`config.mk`:
```
export PLATFORM = sky130hd
export DESIGN_NAME = apb2axi_rdf_mt
export DESIGN_NICKNAME = d
export VERILOG_FILES = /design/src/rtl/apb2axi_rdf_mt.sv
export SDC_FILE = /design/constraint.sdc
export NUM_CORES = 1
export LEC_CHECK = 0
export BUFFER_PORTS_ARGS = -buffer_cell sky130_fd_sc_hd__buf_2
export CAP_MARGIN = 10
export CORE_ASPECT_RATIO = 0.5
export CORE_MARGIN = 1
export CORE_UTILIZATION = 35
export CTS_BUF_LIST = sky130_fd_sc_hd__clkbuf_16
export CTS_CLUSTER_DIAMETER = 60
export DETAILED_ROUTE_END_ITERATION = 10
export PLACE_DENSITY = 0.49
export SKIP_CTS_REPAIR_TIMING = 1
export SYNTH_ARGS = -nofsm -noshare
export SYNTH_HDL_FRONTEND = slang
export SYNTH_SLANG_ARGS = --single-unit
```
`constraint.sdc`:
```
create_clock -name PCLK -period 6.5 [get_ports PCLK]
set_input_delay 1.95 -clock PCLK [delete_from_list [all_inputs] [get_ports PCLK]]
set_output_delay 1.95 -clock PCLK [all_outputs]
set_load 0.01 [all_outputs]
```
`src/rtl/apb2axi_rdf_mt.sv`:
```
// Multi-tag read data FIFO: one circular buffer per TAG so the APB side can
// drain outstanding TAGs in any order without head-of-line blocking.
module apb2axi_rdf_mt #(
    parameter int unsigned NUM_TAGS = 4,
    parameter int unsigned TAG_W    = 2,
    parameter int unsigned DATA_W   = 32,
    parameter int unsigned RESP_W   = 2,
    parameter int unsigned DEPTH    = 8
) (
    input  logic                PCLK,
    input  logic                PRESETn,
    input  logic                push_valid,
    output logic                push_ready,
    input  logic [TAG_W-1:0]    push_tag,
    input  logic [DATA_W-1:0]   push_data,
    input  logic [RESP_W-1:0]   push_resp,
    input  logic                push_last,
    input  logic                data_req,
    input  logic [TAG_W-1:0]    data_req_tag,
    output logic                data_valid,
    output logic [DATA_W-1:0]   data_out,
    output logic [RESP_W-1:0]   data_resp,
    output logic                data_last,
    output logic                data_underrun,
    input  logic                flush_valid,
    input  logic [TAG_W-1:0]    flush_tag,
    output logic [NUM_TAGS-1:0] tag_burst_ready,
    output logic [NUM_TAGS-1:0] tag_empty
);

    localparam int unsigned PTR_W = $clog2(DEPTH);
    localparam int unsigned CNT_W = $clog2(DEPTH + 1);
    localparam int unsigned ENT_W = DATA_W + RESP_W + 1;

    if (TAG_W != $clog2(NUM_TAGS)) begin : g_bad_tag_w
        $error("TAG_W must equal clog2(NUM_TAGS)");
    end
    if ((DEPTH < 2) || ((DEPTH & (DEPTH - 1)) != 0)) begin : g_bad_depth
        $error("DEPTH must be a power of two >= 2");
    end

    // Entry layout: {data, resp, last}; storage is intentionally not reset
    logic [ENT_W-1:0] r_mem [NUM_TAGS][DEPTH];

    logic [PTR_W-1:0] r_wr_ptr [NUM_TAGS];
    logic [PTR_W-1:0] r_rd_ptr [NUM_TAGS];
    logic [CNT_W-1:0] r_count  [NUM_TAGS];
    logic [CNT_W-1:0] r_bursts [NUM_TAGS];

    logic                w_push_in_range;
    logic                w_req_in_range;
    logic                w_flush_in_range;
    logic                w_push_full;
    logic                w_push_flushed;
    logic                w_push_fire;
    logic                w_pop_fire;
    logic                w_flush_fire;
    logic [ENT_W-1:0]    w_pop_entry;
    logic                w_pop_last;
    logic [NUM_TAGS-1:0] w_push_hit;
    logic [NUM_TAGS-1:0] w_pop_hit;
    logic [NUM_TAGS-1:0] w_flush_hit;

    assign w_push_in_range  = (32'(push_tag) < NUM_TAGS);
    assign w_req_in_range   = (32'(data_req_tag) < NUM_TAGS);
    assign w_flush_in_range = (32'(flush_tag) < NUM_TAGS);

    // Readiness looks only at pre-pop occupancy; a same-cycle pop does not free the slot
    assign w_push_full    = (r_count[push_tag] == CNT_W'(DEPTH));
    assign w_push_flushed = flush_valid && (flush_tag == push_tag);
    assign push_ready     = w_push_in_range && !w_push_full && !w_push_flushed;
    assign w_push_fire    = push_valid && push_ready;

    assign w_pop_fire   = data_req && w_req_in_range && (r_count[data_req_tag] != '0);
    assign w_pop_entry  = r_mem[data_req_tag][r_rd_ptr[data_req_tag]];
    assign w_pop_last   = w_pop_entry[0];
    assign w_flush_fire = flush_valid && w_flush_in_range;

    // Per-TAG event decode and status flags
    always_comb begin
        w_push_hit      = '0;
        w_pop_hit       = '0;
        w_flush_hit     = '0;
        tag_empty       = '0;
        tag_burst_ready = '0;
        for (int unsigned t = 0; t < NUM_TAGS; t++) begin
            w_push_hit[t]      = w_push_fire  && (push_tag     == TAG_W'(t));
            w_pop_hit[t]       = w_pop_fire   && (data_req_tag == TAG_W'(t));
            w_flush_hit[t]     = w_flush_fire && (flush_tag    == TAG_W'(t));
            tag_empty[t]       = (r_count[t] == '0);
            tag_burst_ready[t] = (r_bursts[t] != '0);
        end
    end

    // Pointer, occupancy and burst bookkeeping; flush wins over push/pop updates
    always_ff @(posedge PCLK or negedge PRESETn) begin
        if (!PRESETn) begin
            for (int unsigned t = 0; t < NUM_TAGS; t++) begin
                r_wr_ptr[t] <= '0;
                r_rd_ptr[t] <= '0;
                r_count[t]  <= '0;
                r_bursts[t] <= '0;
            end
        end else begin
            for (int unsigned t = 0; t < NUM_TAGS; t++) begin
                if (w_flush_hit[t]) begin
                    r_wr_ptr[t] <= '0;
                    r_rd_ptr[t] <= '0;
                    r_count[t]  <= '0;
                    r_bursts[t] <= '0;
                end else begin
                    if (w_push_hit[t]) begin
                        r_wr_ptr[t] <= r_wr_ptr[t] + PTR_W'(1);
                    end
                    if (w_pop_hit[t]) begin
                        r_rd_ptr[t] <= r_rd_ptr[t] + PTR_W'(1);
                    end
                    r_count[t]  <= r_count[t] + CNT_W'(w_push_hit[t]) - CNT_W'(w_pop_hit[t]);
                    r_bursts[t] <= r_bursts[t]
                                   + CNT_W'(w_push_hit[t] && push_last)
                                   - CNT_W'(w_pop_hit[t] && w_pop_last);
                end
            end
        end
    end

    always_ff @(posedge PCLK) begin
        if (w_push_fire) begin
            r_mem[push_tag][r_wr_ptr[push_tag]] <= {push_data, push_resp, push_last};
        end
    end

    // Pop response register; payload holds its value when nothing is popped
    always_ff @(posedge PCLK or negedge PRESETn) begin
        if (!PRESETn) begin
            data_valid    <= 1'b0;
            data_underrun <= 1'b0;
            data_out      <= '0;
            data_resp     <= '0;
            data_last     <= 1'b0;
        end else begin
            data_valid    <= w_pop_fire;
            data_underrun <= data_req && !w_pop_fire;
            if (w_pop_fire) begin
                data_out  <= w_pop_entry[ENT_W-1 -: DATA_W];
                data_resp <= w_pop_entry[RESP_W:1];
                data_last <= w_pop_last;
            end
        end
    end

endmodule

```
==> results_dict.tcl <==
set metrics [dict create \
    fillers 11951 \
    dpl.cell_count 4055 \
    final_cells 4270 \
    end_kind "output port" \
    cts_buffers 114 \
    route.detailed.drc 0 \
    hp-class "flop to flop" \
    rsz0062_at_grt "false" \
    die_area_um2 138000 \
    total_leakage_power_nw 17.8 \
    drv_cap 0 \
    via_per_inst 5.32 \
    grt_max_degree 119 \
    wire_per_inst_um 28.1 \
    dr_total_vias 22729 \
    syn_inst 2221 \
    design.portCount 92 \
    grt_pass1_vias 23389 \
    yosysSeqAreaShare_pct 75.3 \
    gp_congestion 0.733 \
    critPathKind "input port to output port" \
    crit_arrival_ps 3440 \
    synth_most_common_cell "edfxtp_1" \
    synthesis.nets 2323 \
    fin_tns_setup_ps 0 \
    maxSlewViolCount 0 \
    yosysTopAreaCell "edfxtp_1" \
    clkTransAtPathRegs_ps 60 \
    finalHoldViolations 0 \
    synth_top_area_share_pct 70.4 \
    synthToLayoutAreaGrowth_pct 13.9 \
    h-tree-depth 3 \
    ys_ff_latch 1213 \
    clock_path_buffers 3 \
    synthArstFlopShare_pct 7.67 \
    portBuffers 91 \
    cts_tree "yes" \
    die_w_um 524 \
    post-route-period-util_pct 82.9 \
    drt_wl_total_mm 120 \
    finalSetupViolations 0 \
    die_h_um 263 \
    synth.top_cells.by_count "1120 x edfxtp_1, 287 x mux4_2, 93 x dfrtp_1" \
    powerDensity_nw_per_um2 346 \
    slew_headroom_pct 20.6 \
    layout-drive-gt1-share_pct 28.3 \
    core_area_um2 135000 \
    drt.antenna.violating_nets 0 \
    synth_ff_type "edfxtp_1" \
    synth_edf_count 1120 \
    critical_path.startpoint_type "input port" \
    peakVddDrop_uv 252 \
    worst_pin_slew_ps 1190 \
    grt_pass1_wl_mm 172 \
    avgSynthCellArea_um2 21.5 \
    clock_sinks 1213 \
    clk_latency_ps 730 \
    first_iter_violations 2134 \
    cp_max_fo 13 \
    start_util_pct 35.4 \
    status "complete, no violations" \
    dr.pass1.iters 5 \
    fmax_ghz 0.186 \
    dpl.hpwl_mm 60.0 \
    period_needed_ps 5390 \
    grt_antenna_before_repair 8 \
    ys_types 47 \
    num_rows 95 \
    skew_ps 50.6 \
    ys_warn_count 0 \
    final_util_pct 40.4 \
    num-nets-final 2479 \
    syn_area_um2 47800 \
    grt_usage_pct 17.4 \
    required_ps 4550 \
    cts_root_buffer "clkbuf_16" \
    synth.area.top_cells "edfxtp_1 70%, mux4_2 14%, dfrtp_1 4.9%, mux2i_1 1.7%, ha_1 1.3%" \
    grt-ovfl-total 0 \
]
==> critical path: stages <==
cell    delay [ps]
buf_2          260
mux4_2         610
o21a_1         380
buf_2          230
==> routing by layer <==
layer | GRT usage, % | part of all wire, % | up-vias
met5 | 0 | 0.040 | -
met4 | 3.30 | 1.5 | 6
met2 | 25.8 | 44 | 646
met1 | 26.7 | 48 | 12459
li1 | - | - | 9489
met3 | 3.45 | 6.1 | 129
==> registers in the layout, summed over array words and instances (netlist names) <==
name / cells
data_resp: 2
data_underrun: 1
r_bursts: 16
r_rd_ptr: 12
data_out: 32
r_wr_ptr: 12
r_mem: 1120
data_valid: 1
r_count: 16
data_last: 1
==> final timing paths <==
path                              start            to  slack [ps]  cells past startpoint
hold / removal             r_wr_ptr[11]  r_wr_ptr[11]         470                      1
min in group asynchronous       PRESETn   r_bursts[2]        1350                      1
setup reg to reg             r_count[2]   r_bursts[9]        2990                     10
hold reg to reg            r_wr_ptr[11]  r_wr_ptr[11]         470                      1
max in group asynchronous       PRESETn  data_out[31]        4130                      2
setup / recovery            push_tag[0]    push_ready        1110                      4
==> cell type report <==
type / instances / area [µm²] / area share (%)
multi-input cells: 853 / 11300 / 20.8
clock inverters: 97 / 703 / 1.29
inverters: 46 / 173 / 0.317
repair buffers: 149 / 1120 / 2.05
diodes: 2 / 5.00 / 0.00920
flip-flops and latches: 1213 / 36000 / 66.1
well taps: 1794 / 2240 / 4.13
clock buffers: 116 / 2900 / 5.34
==> placed cells by master, fill, tap and decap left out, types with 3 or more instances in the layout <==
cell type	synthesis	final
mux2_2	46	46
nor2_1	74	41
a21o_1	8	8
fa_1	8	8
or3_1	5	5
xor2_1	10	10
nor2b_1	20	19
and3_1	3	3
buf_4	9	42
inv_1	46	76
and3b_1	3	3
mux2_4	21	21
o21ai_1	36	35
mux4_2	287	286
bufinv_16	0	8
clkinv_2	0	21
nor3b_1	6	6
a21oi_1	13	13
mux2i_1	80	80
nand2b_1	9	8
xnor2_1	19	19
clkbuf_16	0	116
clkinv_1	0	30
edfxtp_1	1120	1120
dfrtp_1	93	93
nand3_1	15	15
buf_2	53	88
o22ai_1	34	34
nor2_4	0	33
ha_1	48	48
o211ai_1	3	3
buf_12	0	16
nand2_1	51	50
a221o_1	34	34
==> metrics by stage <==
step / hold WS [ps] / total power, mW / worst slack (ps) / instance area [µm²]
3_3_place_gp: 454 / 12.5 / 971 / 50800
5_1_grt: 510 / 19.6 / 997 / 54400
3_5_place_dp: 458 / 12.5 / 977 / 50800
2_1_floorplan: 433 / 11.3 / 1270 / 47800
4_1_cts: 477 / 19.0 / 1110 / 54400
6_report: 475 / 18.8 / 1110 / 54400
==> power breakdown <==
group	leakage, nW	switching [mW]	internal (mW)
registers	11.2	0.242	8.99
logic	4.63	1.82	1.25
clock network	1.89	2.94	3.55
total	17.8	5.00	13.8
==> cells by family after synthesis <==
family | after synthesis | share of synthesized area [%]
AOI/OAI and AO/OA | 137 | 2.01
DFF | 1213 | 75.3
muxes | 436 | 17.0
xor gates and xnor gates | 29 | 0.532
buffers and inverters | 155 | 1.67
and+or+nand+nor | 195 | 1.92
adders and majority gates | 56 | 1.59
Note: power is estimated with default switching activity, not from simulation.
